<file path="src/rtl/lemming_pkg.sv">
// Shared constants, widths and encodings for the lemming terrain model.
package lemming_pkg;

    localparam int WIDTH      = 16;
    localparam int DEPTH      = 7;
    localparam int DIG_CYCLES = 4;
    localparam int START_POS  = 8;

    localparam int POS_W = $clog2(WIDTH);
    localparam int LVL_W = $clog2(DEPTH + 1);

    // Walker FSM state encoding, shared by the walker and the world model.
    typedef enum logic [2:0] {
        WS_WALK_L = 3'd0,
        WS_WALK_R = 3'd1,
        WS_FALL_L = 3'd2,
        WS_FALL_R = 3'd3,
        WS_DIG_L  = 3'd4,
        WS_DIG_R  = 3'd5,
        WS_SPLAT  = 3'd6
    } walker_state_e;

    // The single walker request acted upon in a cycle.
    typedef enum logic [2:0] {
        ACT_IDLE  = 3'd0,
        ACT_FALL  = 3'd1,
        ACT_DIG   = 3'd2,
        ACT_LEFT  = 3'd3,
        ACT_RIGHT = 3'd4
    } action_e;

    // Resolve simultaneous walker outputs: aaah > digging > walk_left > walk_right.
    function automatic action_e pick_action(input logic aaah, input logic digging,
                                            input logic walk_left, input logic walk_right);
        action_e act;
        if (aaah) begin
            act = ACT_FALL;
        end else if (digging) begin
            act = ACT_DIG;
        end else if (walk_left) begin
            act = ACT_LEFT;
        end else if (walk_right) begin
            act = ACT_RIGHT;
        end else begin
            act = ACT_IDLE;
        end
        return act;
    endfunction

endpackage

</file>
<file path="src/rtl/lemming_terrain.sv">
// Per-column surface depth storage with config writes, dig increments and
// read ports for the lemming's column and its two neighbours.
module lemming_terrain import lemming_pkg::*; #(
    parameter int WIDTH = lemming_pkg::WIDTH,
    parameter int DEPTH = lemming_pkg::DEPTH,
    parameter int POS_W = $clog2(WIDTH),
    parameter int LVL_W = $clog2(DEPTH + 1)
) (
    input  logic             clk,
    input  logic             areset_n,
    input  logic             cfg_we_i,
    input  logic [POS_W-1:0] cfg_col_i,
    input  logic [LVL_W-1:0] cfg_depth_i,
    input  logic             dig_inc_i,
    input  logic [POS_W-1:0] pos_i,
    input  logic [LVL_W-1:0] lvl_i,
    output logic [LVL_W-1:0] surf_here_o,
    output logic [LVL_W-1:0] surf_left_o,
    output logic [LVL_W-1:0] surf_right_o
);

    localparam logic [LVL_W-1:0] DEPTH_MAX = LVL_W'(DEPTH);
    localparam logic [POS_W-1:0] POS_LAST  = POS_W'(WIDTH - 1);

    logic [LVL_W-1:0] surf_q [WIDTH];
    logic [LVL_W-1:0] surf_d [WIDTH];
    logic [LVL_W-1:0] cfg_clamped_s;
    logic             cfg_ok_s;

    // Clamp the requested depth and refuse writes that would bury the lemming.
    always_comb begin
        cfg_clamped_s = (cfg_depth_i > DEPTH_MAX) ? DEPTH_MAX : cfg_depth_i;
        cfg_ok_s      = cfg_we_i && !((cfg_col_i == pos_i) && (cfg_clamped_s < lvl_i));
    end

    // Next surface per column: an accepted config write beats a dig increment.
    always_comb begin
        for (int c = 0; c < WIDTH; c++) begin
            surf_d[c] = surf_q[c];
            if (cfg_ok_s && (cfg_col_i == POS_W'(c))) begin
                surf_d[c] = cfg_clamped_s;
            end else if (dig_inc_i && (pos_i == POS_W'(c)) && (surf_q[c] != DEPTH_MAX)) begin
                surf_d[c] = surf_q[c] + 1'b1;
            end else begin
                surf_d[c] = surf_q[c];
            end
        end
    end

    // Surface register array; reset flattens the terrain.
    always_ff @(posedge clk or negedge areset_n) begin
        if (!areset_n) begin
            for (int c = 0; c < WIDTH; c++) begin
                surf_q[c] <= '0;
            end
        end else begin
            for (int c = 0; c < WIDTH; c++) begin
                surf_q[c] <= surf_d[c];
            end
        end
    end

    // Read ports; out-of-range neighbours read 0 and are masked by the caller.
    always_comb begin
        surf_here_o  = surf_q[pos_i];
        surf_left_o  = (pos_i == '0)      ? '0 : surf_q[pos_i - 1'b1];
        surf_right_o = (pos_i == POS_LAST) ? '0 : surf_q[pos_i + 1'b1];
    end

endmodule

</file>
<file path="src/rtl/lemming_world.sv">
// Environment model for the lemming walker: tracks column, level and dig
// progress, and reports ground and wall contact back to the walker.
module lemming_world import lemming_pkg::*; #(
    parameter int WIDTH      = lemming_pkg::WIDTH,
    parameter int DEPTH      = lemming_pkg::DEPTH,
    parameter int DIG_CYCLES = lemming_pkg::DIG_CYCLES,
    parameter int START_POS  = lemming_pkg::START_POS,
    parameter int POS_W      = $clog2(WIDTH),
    parameter int LVL_W      = $clog2(DEPTH + 1)
) (
    input  logic             clk,
    input  logic             areset_n,
    input  logic             walk_left,
    input  logic             walk_right,
    input  logic             aaah,
    input  logic             digging,
    input  logic             cfg_we,
    input  logic [POS_W-1:0] cfg_col,
    input  logic [LVL_W-1:0] cfg_depth,
    output logic             bump_left,
    output logic             bump_right,
    output logic             ground,
    output logic [POS_W-1:0] pos,
    output logic [LVL_W-1:0] lvl
);

    localparam int               DIG_W     = (DIG_CYCLES > 1) ? $clog2(DIG_CYCLES) : 1;
    localparam logic [DIG_W-1:0] DIG_LAST  = DIG_W'(DIG_CYCLES - 1);
    localparam logic [POS_W-1:0] POS_LAST  = POS_W'(WIDTH - 1);
    localparam logic [POS_W-1:0] POS_RESET = POS_W'(START_POS);

    logic [POS_W-1:0] pos_q, pos_d;
    logic [LVL_W-1:0] lvl_q, lvl_d;
    logic [DIG_W-1:0] dig_q, dig_d;
    logic             dig_inc_s;
    logic             ground_s;
    logic             blocked_left_s;
    logic             blocked_right_s;
    logic [LVL_W-1:0] surf_here_s, surf_left_s, surf_right_s;
    action_e          act_s;

    lemming_terrain #(
        .WIDTH (WIDTH),
        .DEPTH (DEPTH),
        .POS_W (POS_W),
        .LVL_W (LVL_W)
    ) u_terrain (
        .clk          (clk),
        .areset_n     (areset_n),
        .cfg_we_i     (cfg_we),
        .cfg_col_i    (cfg_col),
        .cfg_depth_i  (cfg_depth),
        .dig_inc_i    (dig_inc_s),
        .pos_i        (pos_q),
        .lvl_i        (lvl_q),
        .surf_here_o  (surf_here_s),
        .surf_left_o  (surf_left_s),
        .surf_right_o (surf_right_s)
    );

    // Contact decode from registered position and terrain.
    always_comb begin
        ground_s        = (surf_here_s == lvl_q);
        blocked_left_s  = (pos_q == '0)      || (surf_left_s  < lvl_q);
        blocked_right_s = (pos_q == POS_LAST) || (surf_right_s < lvl_q);
        act_s           = pick_action(aaah, digging, walk_left, walk_right);
    end

    // Movement, fall and dig progress for the winning walker request.
    always_comb begin
        pos_d     = pos_q;
        lvl_d     = lvl_q;
        dig_d     = '0;
        dig_inc_s = 1'b0;
        case (act_s)
            ACT_FALL: begin
                if (!ground_s) begin
                    lvl_d = lvl_q + 1'b1;
                end else begin
                    lvl_d = lvl_q;
                end
            end
            ACT_DIG: begin
                if (ground_s && (dig_q == DIG_LAST)) begin
                    dig_d     = '0;
                    dig_inc_s = 1'b1;
                end else if (ground_s) begin
                    dig_d     = dig_q + 1'b1;
                    dig_inc_s = 1'b0;
                end else begin
                    dig_d     = '0;
                    dig_inc_s = 1'b0;
                end
            end
            ACT_LEFT: begin
                if (ground_s && !blocked_left_s) begin
                    pos_d = pos_q - 1'b1;
                end else begin
                    pos_d = pos_q;
                end
            end
            ACT_RIGHT: begin
                if (ground_s && !blocked_right_s) begin
                    pos_d = pos_q + 1'b1;
                end else begin
                    pos_d = pos_q;
                end
            end
            default: begin
                pos_d = pos_q;
            end
        endcase
    end

    // Lemming state registers; reset drops it back at the start column on top.
    always_ff @(posedge clk or negedge areset_n) begin
        if (!areset_n) begin
            pos_q <= POS_RESET;
            lvl_q <= '0;
            dig_q <= '0;
        end else begin
            pos_q <= pos_d;
            lvl_q <= lvl_d;
            dig_q <= dig_d;
        end
    end

    assign ground     = ground_s;
    assign bump_left  = walk_left  & blocked_left_s;
    assign bump_right = walk_right & blocked_right_s;
    assign pos        = pos_q;
    assign lvl        = lvl_q;

endmodule

</file>
<file path="config.mk">
export PLATFORM = sky130hd
export DESIGN_NAME = lemming_world
export DESIGN_NICKNAME = d
export VERILOG_FILES = /design/src/rtl/lemming_pkg.sv /design/src/rtl/lemming_terrain.sv /design/src/rtl/lemming_world.sv
export SDC_FILE = /design/constraint.sdc
export NUM_CORES = 1
export LEC_CHECK = 0
export ABC_AREA = 1
export CORE_MARGIN = 2
export CORE_UTILIZATION = 35
export CTS_CLUSTER_DIAMETER = 100
export DETAILED_ROUTE_END_ITERATION = 8
export DONT_BUFFER_PORTS = 1
export SYNTH_ARGS = -nofsm -noshare
export SYNTH_HDL_FRONTEND = slang
export SYNTH_SLANG_ARGS = --single-unit
export TNS_END_PERCENT = 5
</file>
<file path="constraint.sdc">
create_clock -name clk -period 4.22 [get_ports clk]
set_input_delay 0.422 -clock clk [delete_from_list [all_inputs] [get_ports clk]]
set_output_delay 0.422 -clock clk [all_outputs]
set_load 0.03 [all_outputs]
</file>
# --- Word-level counts from Yosys, hierarchy flattened ---
# Cells that the tools add are included.
totals:
  ff_bits: 57
  inputBits: 14
  elab_cells: 242
  output_inout_bits: 10
op_classes:
  reduce_logical: 79
  n_addsub: 20
  n_bitwise: 6
  n_mux: 56
  order_cmp: 7
  eq_ne: 55
ops:
  columns: ["op", "n"]
  rows:
  - ["3-bit 2-to-1 mux", 45]
  - ["4-bit equality test (second input constant)", 16]
  - ["1-bit logical AND", 53]
  - ["3-bit by 1-bit adder with 3-bit output (second input constant)", 17]
  - ["3-bit inequality test (second input constant)", 16]
  - ["3-bit binary-select mux with 4-bit select", 3]
  - ["2-bit nonzero test", 17]
  - ["4-bit by 3-bit equality test with 1-bit output (second input constant)", 8]
  - ["4-bit by 2-bit equality test with 1-bit output (second input constant)", 4]
  - ["5-bit greater-or-equal comparator (second input constant)", 3]
  - ["4-bit NOT with 5-bit output", 3]
  - ["3-bit < comparator", 3]
  - ["4-bit by 1-bit equality test with 1-bit output (second input constant)", 2]
  - ["4-bit zero test", 2]
  - ["4-bit 2-to-1 mux", 2]
  - ["4-bit case mux with 2 select lines", 1]
  - ["3-bit by 2-bit equality test with 1-bit output (second input constant)", 2]
  - ["2-bit 2-to-1 mux", 3]
  - ["4-bit by 1-bit adder with 4-bit output (second input constant)", 1]
  - ["4-bit equality test", 1]
  - ["2-bit inequality test (second input constant)", 2]
  - ["4-bit by 1-bit subtractor with 4-bit output (second input constant)", 1]
  - ["3-bit by 1-bit equality test with 1-bit output (second input constant)", 1]
  - ["3-bit equality test", 1]
  - ["11 further kinds", 16]

# --- Logic depth before layout (Yosys ltp) ---
depth:
  ltp_word: 12
  ltp_mapped: 22
  depth_no_buf: 19

# --- By module ---
# A second synthesis with hierarchy kept.
hier_totals:
  hier_cells: 861
  area_unflattened_um2: 5541.6
modules_own_cells:
  columns: ["module", "area_each_um2", "n_inst", "cells_per_inst", "seq_area_each_um2"]
  rows:
  - ["lemming_terrain", 4759.6, 1, 759, 1201.2]
  - ["lemming_world", 782.0, 1, 102, 226.5]

# --- Worst setup path after synthesis ---
# Ideal clock, no wire load.
synth_path:
  path_kind: "register to output"
  startpoint: "register pos_q[0], in the netlist pos[0]"
  endpoint: "output port bump_left"
  path_buffers: 4
  stages_incl_launch_ff: 16
  required_time_ns: 3.798
  slack_ns: 0.378
  t_arrival_ns: 3.420
  path_cell_list: "dfrtp_1 > inv_2 > buf_4 > ha_1 > clkbuf_1 > inv_1 > clkbuf_1 > buf_1 > o21ai_0 > o211ai_1 > nand2_1 > nor2_1 > ha_1 > a21oi_1 > nand2_1 > a21oi_1"
synth_between:
  elab_chain_len: 9
  elab_cells_between_ends: 10
  classes_between: "1 x add/sub; 1 x order compare; 4 x mux; 2 x bitwise; 2 x reduce/logical"
synth_rtl:
  columns: ["element", "line_no", "text"]
  rows:
  - ["start: declaration", "lemming_world.sv:32", "logic [POS_W-1:0] pos_q, pos_d;"]
  - ["start signal: assignment", "lemming_world.sv:122", "pos_q <= pos_d;"]
  - ["4-bit by 1-bit subtractor with 4-bit output", "lemming_terrain.sv:66", "surf_left_o = (pos_i == '0) ? '0 : surf_q[pos_i - 1'b1];"]
  - ["4-bit NOT with 5-bit output (not written as such)", "lemming_terrain.sv:66", null]
  - ["3-bit binary-select mux with 4-bit select", "lemming_terrain.sv:66", null]
  - ["3-bit 2-to-1 mux (not written as such) (2 in series)", "lemming_terrain.sv:66", null]
  - ["3-bit 2-to-1 mux", "lemming_terrain.sv:66", null]
  - ["3-bit < comparator", "lemming_world.sv:64", "blocked_left_s = (pos_q == '0) || (surf_left_s < lvl_q);"]
  - ["1-bit logical OR (*)", "lemming_world.sv:64", null]
  - ["1-bit AND (*)", "lemming_world.sv:129", "assign bump_left = walk_left & blocked_left_s;"]
  - ["end: declaration", "lemming_world.sv:20", "output logic bump_left,"]
# Every way passes the cells marked *; elsewhere a longest branch is shown, timed or not. The select of a mux whose other input is x is not followed.

# --- Worst setup path after layout ---
layout_path:
  startpoint: "register pos_q[0], in the netlist pos[0]"
  endpoint: "output port bump_right"
layout_between:
  elab_chain_len: 9
  elab_cells_between_ends: 10
  classes_between: "1 x add/sub; 1 x order compare; 1 x eq/ne; 4 x mux; 2 x bitwise; 1 x reduce/logical"
layout_rtl:
  columns: ["element", "line_no", "text"]
  rows:
  - ["4-bit by 1-bit adder with 4-bit output", "lemming_terrain.sv:67", "surf_right_o = (pos_i == POS_LAST) ? '0 : surf_q[pos_i + 1'b1];"]
  - ["4-bit NOT with 5-bit output (not written as such)", "lemming_terrain.sv:67", null]
  - ["3-bit binary-select mux with 4-bit select", "lemming_terrain.sv:67", null]
  - ["3-bit 2-to-1 mux (not written as such) (2 in series)", "lemming_terrain.sv:67", null]
  - ["3-bit 2-to-1 mux", "lemming_terrain.sv:67", null]
  - ["3-bit < comparator", "lemming_world.sv:65", "blocked_right_s = (pos_q == POS_LAST) || (surf_right_s < lvl_q);"]
  - ["1-bit logical OR (*)", "lemming_world.sv:65", null]
  - ["1-bit AND (*)", "lemming_world.sv:130", "assign bump_right = walk_right & blocked_right_s;"]
  - ["end: declaration", "lemming_world.sv:21", "output logic bump_right,"]
# Marked as above.

==> flow_summary.yaml <==
status:
  status: "finished, final reports clean"
synth:
  ys_ff_latch: 57
  yosysUniqueCellTypes: 30
  synth_area_leaders: "dfrtp_1 (28%), nand2_1 (23%), ha_1 (11%), o21ai_0 (11%), inv_1 (6.5%)"
  synth_edf_count: 0
  synthArstFlopShare: 1.000
  ys_top_cells_by_count: "nand2_1 (305), o21ai_0 (112), inv_1 (88), dfrtp_1 (56), nand3_1 (53)"
  syn-num-nets: 869
  synth_top_area_cell: "dfrtp_1"
  synth_ff_type: "dfrtp_1"
  synthCells: 810
  synth.avg_cell_area_um2: 6.265
  yosysMostFrequentCell: "nand2_1"
  synth_top_area_frac: 0.2761
  yosysWarnings: 0
  syn_area_mm2: 0.005075
  yosysSeqAreaShare: 0.2813
clock_tree:
  clk_latency_ns: 0.35
  cts_sinks: 57
  clockBufferDepth: 2
  cts_buffers: 9
  cts-htree-levels: 3
  cts_tree: "done"
  path_clk_slew_ns: 0.05
  root_buffer: "clkbuf_16"
layout:
  seqCellArea_mm2: 0.001429
  fin_util: 0.3872
  antenna_cells: 0
  instances_no_fill: 996
  multiInputGateArea_mm2: 0.003188
  n_fill_cell: 1579
  area_growth_pct: 9.640
  fin_nets: 866
  layout-drive-gt1-share: 0.04557
floorplanning:
  fp.dieH_um: 124.4
  dieArea_mm2: 0.01548
  fp.coreArea_mm2: 0.01437
  rows: 44
  start_util: 0.3532
  io_pins: 24
  fp.dieW_um: 124.4
detailed_routing:
  wl_per_cell_um: 15.17
  ant_nets: 0
  drt_iter0_drc: 400
  drcViolationCount: 0
  first_pass_iters: 4
  num_vias: 4968
  routed_via_density: 4.988
  wl_um: 15110
power_and_ir_drop:
  p_leak_uw: 0.002884
  p_sw_frac: 0.5171
  p_comb_frac: 0.615
  ir_drop_mv: 0.3478
  clockPowerShare: 0.154
  power_density_mw_per_mm2: 822.3
  power_frac_seq: 0.230
  p_int_uw: 2209
  p_switching_uw: 2366
worst_setup_path:
  crit_start: "pos[0]$_DFFE_PN0P_"
  r2r_end: "pos[2]$_DFFE_PN0P_"
  critPathRequiredTime_ns: 3.80
  crit_end: "bump_right"
  critical_path_class: "flip-flop to output port"
  cp-start-kind: "flip-flop"
  crit_path_max_fanout: 52
  r2r_setup_slack_ns: 0.94
  cp-end-kind: "output port"
  crit_arrival_ns: 3.36
  r2r_start: "pos[0]$_DFFE_PN0P_"
  rr_worst_depth: 20
placement:
  place_inst: 978
  place_ws_ns: 0.8825
  gp_congestion: 0.8951
  portBuffers: 0
  hpwl_um: 10850
hold_path:
  min_path_cells: 2
  min_path_type: "primary input to flip-flop"
global_route:
  grt_pass1_wl_um: 24850
  antenna_found_initial: 0
  grt_max_degree: 58
  gr-total-overflow: 0
  gr-usage-all-layers: 0.2026
  grt_pass1_vias: 4731
sta:
  tns_ns: 0
  tightest_slew_ns: 0.7308
  slew_headroom: 0.5123
  period_minus_slack_ns: 3.784
  setup_viol: 0
  finalCritPeriodShare: 0.8967
  hold_violations: 0
  fin_ws_ns: 0.4360
  max_freq_mhz: 264.3
  grt_setup_unrepaired: "false"
  finalMaxSlewViolations: 0
  fin_skew_ns: 0.01110
flow_run:
  maxCapViolCount: 0
stage by stage:
stage	hold WS (ns)	power, uW	instance area (um2)
finish	0.2585	4575	5564
global route	0.2635	5117	5564
CTS	0.2507	4568	5564
detailed placement	0.1311	3821	5245
global placement	0.1310	3802	5245
floorplan	0.1264	3133	5075
layout by cell type (no fill, tap or decap), drive strengths merged, types with 5 or more instances in the layout:
| master | n |
|---|---|
| clkbuf | 16 |
| o21ai | 134 |
| ha | 45 |
| nor3 | 17 |
| nand3 | 54 |
| nand2 | 315 |
| nor2 | 44 |
| xor2 | 5 |
| a21oi | 5 |
| buf | 9 |
| inv | 90 |
| nand4 | 5 |
| dfrtp | 56 |
critical path, stage by stage (launching register included):
cell,delay (ns)
dfrtp_2,0.37
buf_4,0.41
ha_1,0.29
inv_1,0.09
nand2_1,0.06
nand2_1,0.19
inv_1,0.22
o21ai_0,0.11
o21ai_0,0.18
o21ai_0,0.09
a31oi_1,0.22
ha_1,0.27
nand2_1,0.06
inv_1,0.03
nand2_1,0.05
nand2_1,0.07
a21oi_1,0.13
buf_4,0.17
power by group through the flow:
stage | Combinational [uW] | Clock [uW] | Sequential (uW)
final | 2820 | 707 | 1050
after detailed placement | 2760 | 0 | 1060
after global placement | 2740 | 0 | 1060
after floorplan | 2120 | 0 | 1010
after CTS | 2790 | 721 | 1050
after global routing | 3280 | 744 | 1090
registers in the layout (all words and copies together), names as in the netlist:
signal	cells
lvl	3
dig_q	2
pos	4
u_terrain.surf_q	48
worst min path at each step:
stage               startpoint                          endpoint  slack, ns
finish                    aaah                lvl[2]$_DFFE_PN0P_       0.26
global route              aaah                lvl[2]$_DFFE_PN0P_       0.26
CTS                       aaah                lvl[2]$_DFFE_PN0P_       0.25
detailed placement    areset_n  u_terrain.surf_q[35]$_DFFE_PN0P_       0.13
global placement      areset_n  u_terrain.surf_q[35]$_DFFE_PN0P_       0.13
floorplan             areset_n                dig_q[0]$_DFF_PN0_       0.13
layer usage:
metal	wire, um	global-route usage	vias up
li1	-	-	2613
met5	0	0	-
met4	255	0.06345	0
met1	7131	0.2657	2199
met3	793	0.04424	20
met2	6933	0.3333	136
what timing repair did:
item,4_1_cts,5_1_grt
gates resized for setup,0,0
buffers inserted,0,0
endpoints found under the hold margin,57,0
hold buffers,2,0
area by class of cell:
type / instances / area share
repair buffers: 10 / 0.01754
inverters: 90 / 0.06072
multi-input cells: 639 / 0.5730
flip-flops and latches: 57 / 0.2568
clock buffers: 16 / 0.05060
well taps: 184 / 0.04138
logic make-up (layout without fill, tap and decap cells):
| kind of cell | count (synthesis) | in the layout | share of synthesized area |
|---|---|---|---|
| fa+ha+maj | 45 | 45 | 0.1109 |
| flops | 57 | 57 | 0.2813 |
| buf+inv | 114 | 116 | 0.09048 |
| xor+xnor | 8 | 8 | 0.01381 |
| compound gates | 149 | 149 | 0.1516 |
| simple gates | 437 | 437 | 0.3518 |
Note: power is estimated with default switching activity, not from simulation.
